==> src/rtl/change_dispenser.sv <==
// Change dispenser: pays a requested amount greedily from five coin tubes,
// one ejection per slot, tracking tube inventory and reporting any shortfall.
module change_dispenser #(
    parameter int INIT_COUNT = 8,
    parameter int COUNT_W    = 8,
    parameter int COIN_GAP   = 1
) (
    input  logic       clk,
    input  logic       rst,
    input  logic [7:0] change_in,
    input  logic [7:0] refill_in,
    output logic [7:0] coin_out,
    output logic       coin_valid,
    output logic       busy,
    output logic [7:0] short_out,
    output logic       short_err,
    output logic [4:0] tube_empty
);

    typedef enum logic [1:0] {
        IDLE,
        DISPENSE,
        GAP,
        WAIT_CLR
    } state_t;

    localparam int NUM_TUBES = 5;
    localparam int GAP_W     = (COIN_GAP < 2) ? 1 : $clog2(COIN_GAP + 1);
    localparam logic [COUNT_W-1:0] CNT_MAX  = '1;
    localparam logic [COUNT_W-1:0] CNT_INIT = COUNT_W'(INIT_COUNT);

    // Tube index 0..4 holds 10, 20, 50, 100, 200 cents.
    function automatic logic [7:0] denom(input int idx);
        case (idx)
            0:       return 8'd10;
            1:       return 8'd20;
            2:       return 8'd50;
            3:       return 8'd100;
            default: return 8'd200;
        endcase
    endfunction

    function automatic logic [COUNT_W-1:0] sat_inc(input logic [COUNT_W-1:0] v);
        return (v == CNT_MAX) ? v : v + 1'b1;
    endfunction

    state_t             state;
    logic [GAP_W-1:0]   gap_cnt;
    logic [7:0]         remaining;
    logic [COUNT_W-1:0] tube_cnt [NUM_TUBES];

    logic               refill_hit;
    logic [2:0]         refill_idx;
    logic               sel_found;
    logic [2:0]         sel_idx;
    logic [7:0]         sel_coin;
    logic [7:0]         rem_after;
    logic               dispense_now;
    logic [NUM_TUBES-1:0] tube_inc;
    logic [NUM_TUBES-1:0] tube_dec;

    always_comb begin
        refill_hit = 1'b1;
        refill_idx = 3'd0;
        case (refill_in)
            8'd10:   refill_idx = 3'd0;
            8'd20:   refill_idx = 3'd1;
            8'd50:   refill_idx = 3'd2;
            8'd100:  refill_idx = 3'd3;
            8'd200:  refill_idx = 3'd4;
            default: refill_hit = 1'b0;
        endcase
    end

    // Greedy pick: largest stocked denomination that still fits.
    always_comb begin
        sel_found = 1'b0;
        sel_idx   = 3'd0;
        for (int i = NUM_TUBES - 1; i >= 0; i--) begin
            if (!sel_found && tube_cnt[i] != '0 && denom(i) <= remaining) begin
                sel_found = 1'b1;
                sel_idx   = 3'(i);
            end
        end
    end

    assign sel_coin     = denom(int'(sel_idx));
    assign rem_after    = remaining - sel_coin;
    assign dispense_now = (state == DISPENSE) && sel_found;

    always_comb begin
        tube_inc = '0;
        tube_dec = '0;
        for (int i = 0; i < NUM_TUBES; i++) begin
            tube_inc[i] = refill_hit && (refill_idx == 3'(i));
            tube_dec[i] = dispense_now && (sel_idx == 3'(i));
        end
    end

    // A simultaneous refill and ejection on one tube cancel out.
    always_ff @(posedge clk or posedge rst) begin
        if (rst) begin
            for (int i = 0; i < NUM_TUBES; i++) begin
                tube_cnt[i] <= CNT_INIT;
            end
            tube_empty <= '0;
        end else begin
            for (int i = 0; i < NUM_TUBES; i++) begin
                if (tube_inc[i] && !tube_dec[i]) begin
                    tube_cnt[i] <= sat_inc(tube_cnt[i]);
                end else if (tube_dec[i] && !tube_inc[i]) begin
                    tube_cnt[i] <= tube_cnt[i] - 1'b1;
                end
                tube_empty[i] <= (tube_cnt[i] == '0);
            end
        end
    end

    always_ff @(posedge clk) begin
        if (state == IDLE && change_in != 8'd0) begin
            remaining <= change_in;
        end else if (dispense_now) begin
            remaining <= rem_after;
        end
    end

    always_ff @(posedge clk or posedge rst) begin
        if (rst) begin
            state      <= IDLE;
            gap_cnt    <= '0;
            coin_out   <= 8'd0;
            coin_valid <= 1'b0;
            busy       <= 1'b0;
            short_out  <= 8'd0;
            short_err  <= 1'b0;
        end else begin
            coin_out   <= 8'd0;
            coin_valid <= 1'b0;
            short_err  <= 1'b0;
            case (state)
                IDLE: begin
                    if (change_in != 8'd0) begin
                        short_out <= 8'd0;
                        busy      <= 1'b1;
                        state     <= DISPENSE;
                    end
                end
                DISPENSE: begin
                    if (sel_found) begin
                        coin_out   <= sel_coin;
                        coin_valid <= 1'b1;
                        if (rem_after == 8'd0) begin
                            state <= WAIT_CLR;
                        end else if (COIN_GAP == 0) begin
                            state <= DISPENSE;
                        end else begin
                            gap_cnt <= GAP_W'(COIN_GAP - 1);
                            state   <= GAP;
                        end
                    end else begin
                        short_out <= remaining;
                        short_err <= 1'b1;
                        state     <= WAIT_CLR;
                    end
                end
                GAP: begin
                    if (gap_cnt == '0) begin
                        state <= DISPENSE;
                    end else begin
                        gap_cnt <= gap_cnt - 1'b1;
                    end
                end
                WAIT_CLR: begin
                    // Hold off until the source drops its request so it is paid once.
                    if (change_in == 8'd0) begin
                        busy  <= 1'b0;
                        state <= IDLE;
                    end
                end
                default: state <= IDLE;
            endcase
        end
    end

endmodule

==> config.mk <==
export PLATFORM = sky130hd
export DESIGN_NAME = change_dispenser
export DESIGN_NICKNAME = d
export VERILOG_FILES = /design/src/rtl/change_dispenser.sv
export SDC_FILE = /design/constraint.sdc
export NUM_CORES = 1
export LEC_CHECK = 0
export BUFFER_PORTS_ARGS = -buffer_cell sky130_fd_sc_hd__buf_2
export CELL_PAD_IN_SITES_DETAIL_PLACEMENT = 0
export CELL_PAD_IN_SITES_GLOBAL_PLACEMENT = 1
export CORE_MARGIN = 2
export CORE_UTILIZATION = 45
export DETAILED_ROUTE_END_ITERATION = 7
export GPL_ROUTABILITY_DRIVEN = 0
export PLACE_DENSITY = 0.76
export RECOVER_POWER = 50
export SLEW_MARGIN = 20
export SYNTH_ARGS = -nofsm -noshare
export SYNTH_HDL_FRONTEND = slang
export SYNTH_SLANG_ARGS = --single-unit
==> constraint.sdc <==
create_clock -name clk -period 5.9 [get_ports clk]
set_clock_uncertainty 0.2 [all_clocks]
set_input_delay 0.885 -clock clk [delete_from_list [all_inputs] [get_ports clk]]
set_output_delay 0.885 -clock clk [all_outputs]
set_load 0.03 [all_outputs]
---- Yosys cells after proc, flatten, opt, wreduce, memory -nomap -nowiden ----
Cells that the tools add are included.
operators by class
  reduce and logical (&&, ||, !) cells .... 80
  multiplexer cells ....................... 52
  magnitude comparators ................... 5
  add/subtract/negate cells ............... 12
  eq/ne operators ......................... 32
operators with widths
  cell                                                  number
  2-to-1 mux 8 bit                                      21
  logical NOT 8 bit                                     7
  equality test 8 bit (second input constant)           6
  nonzero test 8 bit                                    6
  adder 8 x 1 -> 8 bit (second input constant)          5
  subtractor 8 x 1 -> 8 bit (second input constant)     5
  case mux 8 bit (4 select lines)                       1
  logical AND 1 bit                                     31
  != test 2 bit (second input constant)                 10
  nonzero test 2 bit                                    9
  2-to-1 mux 1 bit                                      16
  case mux 8 bit (2 select lines)                       1
  2-to-1 mux 3 bit                                      5
  logical NOT 1 bit                                     14
  equality test 3 x 2 -> 1 bit (second input constant)  4
  case mux 3 bit (4 select lines)                       1
  AND reduction 3 bit                                   4
  AND reduction 2 bit                                   5
  equality test 8 x 4 -> 1 bit (second input constant)  1
  equality test 8 x 5 -> 1 bit (second input constant)  1
  equality test 8 x 6 -> 1 bit (second input constant)  1
  equality test 8 x 7 -> 1 bit (second input constant)  1
  <= comparator 4 x 8 -> 1 bit (first input constant)   1
  <= comparator 5 x 8 -> 1 bit (first input constant)   1
  16 further kinds                                      24
storage, ports and cells
  output and inout port bits .............. 24
  register bits ........................... 75
  word-level logic and storage cells ...... 195

---- Logic depth before layout (Yosys ltp) ----
  depth in word-level cells ............... 26
  depth in mapped cells ................... 15

---- Worst setup path before layout ----
Ideal clock, no wire load.
  path type ............................... reg-to-reg
  start ................................... reg tube_cnt[17] (netlist bit)
  end ..................................... reg tube_cnt[39] (netlist bit)
  stages on the path, launching flop included .. 14
  slack ................................... 2,186 ps
  period minus slack after synthesis ...... 3,714 ps
  data required time ...................... 5,572 ps
  data arrival time ....................... 3,385 ps
  setup time .............................. 128 ps
  cells stage by stage .................... dfrtp_1 > or4_4 > o32a_1 > nand2b_4 > or4_4 > buf_6 > nand3_1 > ha_1 > a21oi_1 > o311ai_0 > o41ai_1 > nand2b_1 > mux2i_1 > xor2_1
on the way
  word-level cells in the longest chain between the ends .. 18
  elaborated cells between the ends (all ways) .. 25
  those cells by class .................... eq/ne (1); mux (7); reduce/logical (17)
ends and longest elaborated chain
  item                                                                  RTL line  RTL
  from (decl)                                                           50        logic [COUNT_W-1:0] tube_cnt [NUM_TUBES];
  from (signal, indexed assignment)                                     110       tube_cnt[i] <= sat_inc(tube_cnt[i]);
  from (signal, indexed assignment)                                     112       tube_cnt[i] <= tube_cnt[i] - 1'b1;
  nonzero test 8 bit (*)                                                80        if (!sel_found && tube_cnt[i] != '0 && denom(i) <= remaining) begin
  logical AND 1 bit (*) (2 in a row)                                    80
  2-to-1 mux 1 bit                                                      80
  logical NOT 1 bit                                                     80
  logical AND 1 bit (2 in a row)                                        80
  2-to-1 mux 1 bit                                                      80
  logical NOT 1 bit                                                     80
  logical AND 1 bit (2 in a row)                                        80
  2-to-1 mux 3 bit or 2-to-1 mux 1 bit (tied branches)                  80
  logical NOT 3 bit or logical AND 1 bit (tied branches)                96, 89
  logical AND 1 bit (*)                                                 96        tube_dec[i] = dispense_now && (sel_idx == 3'(i));
  logical NOT 1 bit                                                     109       if (tube_inc[i] && !tube_dec[i]) begin
  logical AND 1 bit                                                     109
  != test 2 bit (no source line) or nonzero test 2 bit (tied branches)  --
  AND reduction 2 bit (no source line)                                  --
Every way passes the cells marked *; elsewhere a longest branch is shown, timed or not.
A chain may end at the register's enable or synchronous reset.

---- Worst setup path after layout ----
  start ................................... reg tube_cnt[16] (netlist bit)
  end ..................................... reg tube_cnt[39] (netlist bit)
Same word-level chain as after synthesis.

==> flow_summary_export.csv <==
group,metric,value,unit
power,seq_power_share,30.3,%
placement,dp_slack,1.52,ns
floorplanning,initial_utilization,46.6,%
critical_path,required,5.93,ns
logic_synthesis,yosysWarningCount,0,
routing,drc_errors,0,
clock_tree,htreeDepth,3,
sta,worst_pin_slew,3.48,ns
finish,area_growth,11.4,%
critical_path,setup.worst_path.start_class,"register",
routing,ant_nets,0,
routing,first_pass_iters,7,
critical_path,cp_slowest_cell,"or4_4",
placement,port-buffer-count,40,
logic_synthesis,synth_edf_count,8,
power,power.switching,1.39,mW
clock_tree,cts_made_buffers,9,
logic_synthesis,synth_adder_area_share,12.6,%
floorplanning,die_w,108,um
sta,period_needed,4.22,ns
logic_synthesis,synth.ff_latch_count,73,
clock_tree,cts_tree,"yes",
logic_synthesis,synth_cell_types,57,
finish,nets,575,
critical_path,endpoint_kind,"register",
power,ir_drop,0.246,mV
finish,final_common_cell,"dfrtp_1",
placement,dp_hpwl,7590,um
critical_path,path_max_fanout,7,
clock_tree,postCtsSetupRepairBufs,0,
clock_tree,clockBufferDepth,2,
sta,fmax,237,MHz
finish,antenna_cells,0,
job,max_cap_violations,1,
critical_path,cpMostUsedCell,"or4_4",
routing,wl,9980,um
worst_hold_path,min_path_type,"register to register",
logic_synthesis,synth-main-ff-cell,"dfrtp_1",
global_route,antenna_found_initial,0,
finish,fill_cells,965,
global_route,grt_pass1_vias,3572,
logic_synthesis,netlist_area,4830,um2
power,clock_power_share,13.9,%
critical_path,cpPeakStageDelay,0.56,ns
global_route,grt_usage,18.1,%
routing,viasPerCell,5.47,
logic_synthesis,synth-compound-area-share,12.1,%
global_route,grtUsageMet3,4.24,%
sta,hold_viol,0,
global_route,use_met2,30.6,%
sta,report.final.slew_viol_count,66,
finish,multi_input_area,2830,um2
sta,layout_setup_ws,1.68,ns
clock_tree,cts_hold_buffers,0,
power,internal_power,1.82,mW
sta,fin_setup_tns,0,ns
finish,drive_above_1_share,18.6,%
global_route,met1_usage,23.2,%
floorplanning,rows,37,
routing,drtIter0Drc,175,
power,pwr_density_cell,598,nW/um2
finish,seq_area,1870,um2
finish,mostFrequentLayoutCells,"60 x dfrtp_1, 41 x nor2_1, 39 x ha_1",
finish,final_area,5380,um2
logic_synthesis,synth-simple-area-share,15.6,%
logic_synthesis,async_reset_ff_share,89.0,%
logic_synthesis,synthMuxAreaShare,11.3,%
finish,fin_util,51.9,%
logic_synthesis,synth_xor_area_share,6.89,%
logic_synthesis,seq_area_frac_synth,38.8,%
clock_tree,ctsResizeCount,0,
clock_tree,root_buffer,"clkbuf_8",
logic_synthesis,synthCells,467,
placement,dpl_cell_area,5170,um2
routing,vias,3572,
power,power.leakage,2.34,nW
critical_path,crit_chain,"or4_4, o32a_1, nand2b_4, or4_4, nand3_1, ha_1, a21oi_1, o311ai_0, o41ai_1, nand2b_1, mux2i_1, xor2_1",
critical_path,cp.arrival,4.25,ns
clock_tree,clkLatencyLatePin,0.35,ns
logic_synthesis,syn_nets,530,
critical_path,critPathTopFamily,"simple AND/OR/NAND/NOR gates",
logic_synthesis,syn_area_per_cell,10.3,um2
floorplanning,core,10400,um2
global_route,overflow,0,
global_route,grt_max_degree,66,
outcome,violations,"capacitance limit, slew limit",
global_route,grt_most_used_layer,"met2",
power,power_frac_comb,55.8,%
sta,maxSlewHeadroom,-132,%
sta,rsz0062_at_grt,"no",
floorplanning,dieArea,11600,um2
logic_synthesis,synth_top_family_by_area,"simple AND/OR/NAND/NOR gates",
critical_path,worstSetupPathType,"register to register",
clock_tree,path_clk_slew,0.08,ns
clock_tree,cts_sinks,73,
routing,drt-wirelength-per-cell,15.3,um
critical_path,crit_buf_inv,0,
outcome,status,"complete, but fails checks",
floorplanning,die_height,108,um
floorplanning,io_pins,42,
sta,setup_viol,0,
power,swShare,43.3,%
sta,finalCritPeriodShare,71.5,%
global_route,grt_pass1_wl,16500,um
-- registers in the layout, summed over array words and instances, names as in the netlist --
name,count
busy,1
coin_out,7
coin_valid,1
remaining,8
short_err,1
short_out,8
state,2
tube_cnt,40
tube_empty,5
-- cell usage after synthesis (6+ instances only) --
cell type / n / share of area (%)
xnor2_1: 24 / 4.4
edfxtp_1: 8 / 5.0
a21o_1: 8 / 1.2
or4_1: 9 / 1.4
dfrtp_1: 60 / 31
nand2_1: 33 / 2.6
mux2_2: 27 / 6.3
o21ai_0: 19 / 2.0
mux2i_1: 16 / 3.3
nor2_1: 41 / 3.2
inv_1: 24 / 1.9
nand4_1: 14 / 1.8
fa_1: 6 / 2.5
o21bai_1: 7 / 1.1
a21oi_1: 22 / 2.3
ha_1: 39 / 10
xor2_1: 14 / 2.5
nor3_1: 9 / 0.93
nand2b_1: 6 / 0.78
-- stage by stage --
| stage | power, mW | std cells | hold WS, ns |
|---|---|---|---|
| after floorplan | 2.38 | 467 | 0.256 |
| after global placement | 2.74 | 637 | 0.278 |
| after detailed placement | 2.79 | 637 | 0.279 |
| after CTS | 3.24 | 653 | 0.293 |
| after global routing | 3.50 | 653 | 0.302 |
| final | 3.22 | 653 | 0.292 |
-- kinds of logic (layout without fill, tap and decap cells) --
kind of cell | after synthesis | in the layout
xor gates and xnor gates | 38 | 38
buffers and inverters | 31 | 81
DFF | 73 | 73
other | 1 | 1
AOI/OAI and AO/OA | 85 | 85
and+or+nand+nor | 146 | 146
adders and majority gates | 45 | 45
muxes | 48 | 48
-- final cells by class --
cell class              count  area share, %
clock inverters             5           1.44
flip-flops and latches     73           34.8
repair buffers             41           3.56
well taps                 136           3.16
inverters                  24           1.67
clock buffers              11           2.81
multi-input cells         363           52.6
-- per-layer routing --
metal,vias to the layer above,wire length (um)
met4,0,121
met5,-,0
met2,52,4930
met3,8,285
met1,1732,4640
li1,1780,-
-- path summary, 6_finish.rpt --
path	from	to	depth (start not counted)	slack, ns
min in group asynchronous	rst	tube_cnt[9]	3	1.67
worst min register to register	tube_cnt[31]	tube_cnt[31]	1	0.29
worst max register to register	tube_cnt[16]	tube_cnt[39]	12	1.68
worst max-delay path	tube_cnt[16]	tube_cnt[39]	12	1.68
max in group asynchronous	rst	state[1]	3	1.88
worst min-delay path	tube_cnt[31]	tube_cnt[31]	1	0.29
-- power groups by stage --
stage	sequential [mW]	combinational [mW]	clock (mW)
final	0.975	1.80	0.446
after global routing	1.01	2.01	0.478
after floorplan	1.01	1.37	0
after detailed placement	0.982	1.80	0
after CTS	0.974	1.81	0.459
after global placement	0.977	1.76	0
Note: power is estimated with default switching activity, not from simulation.
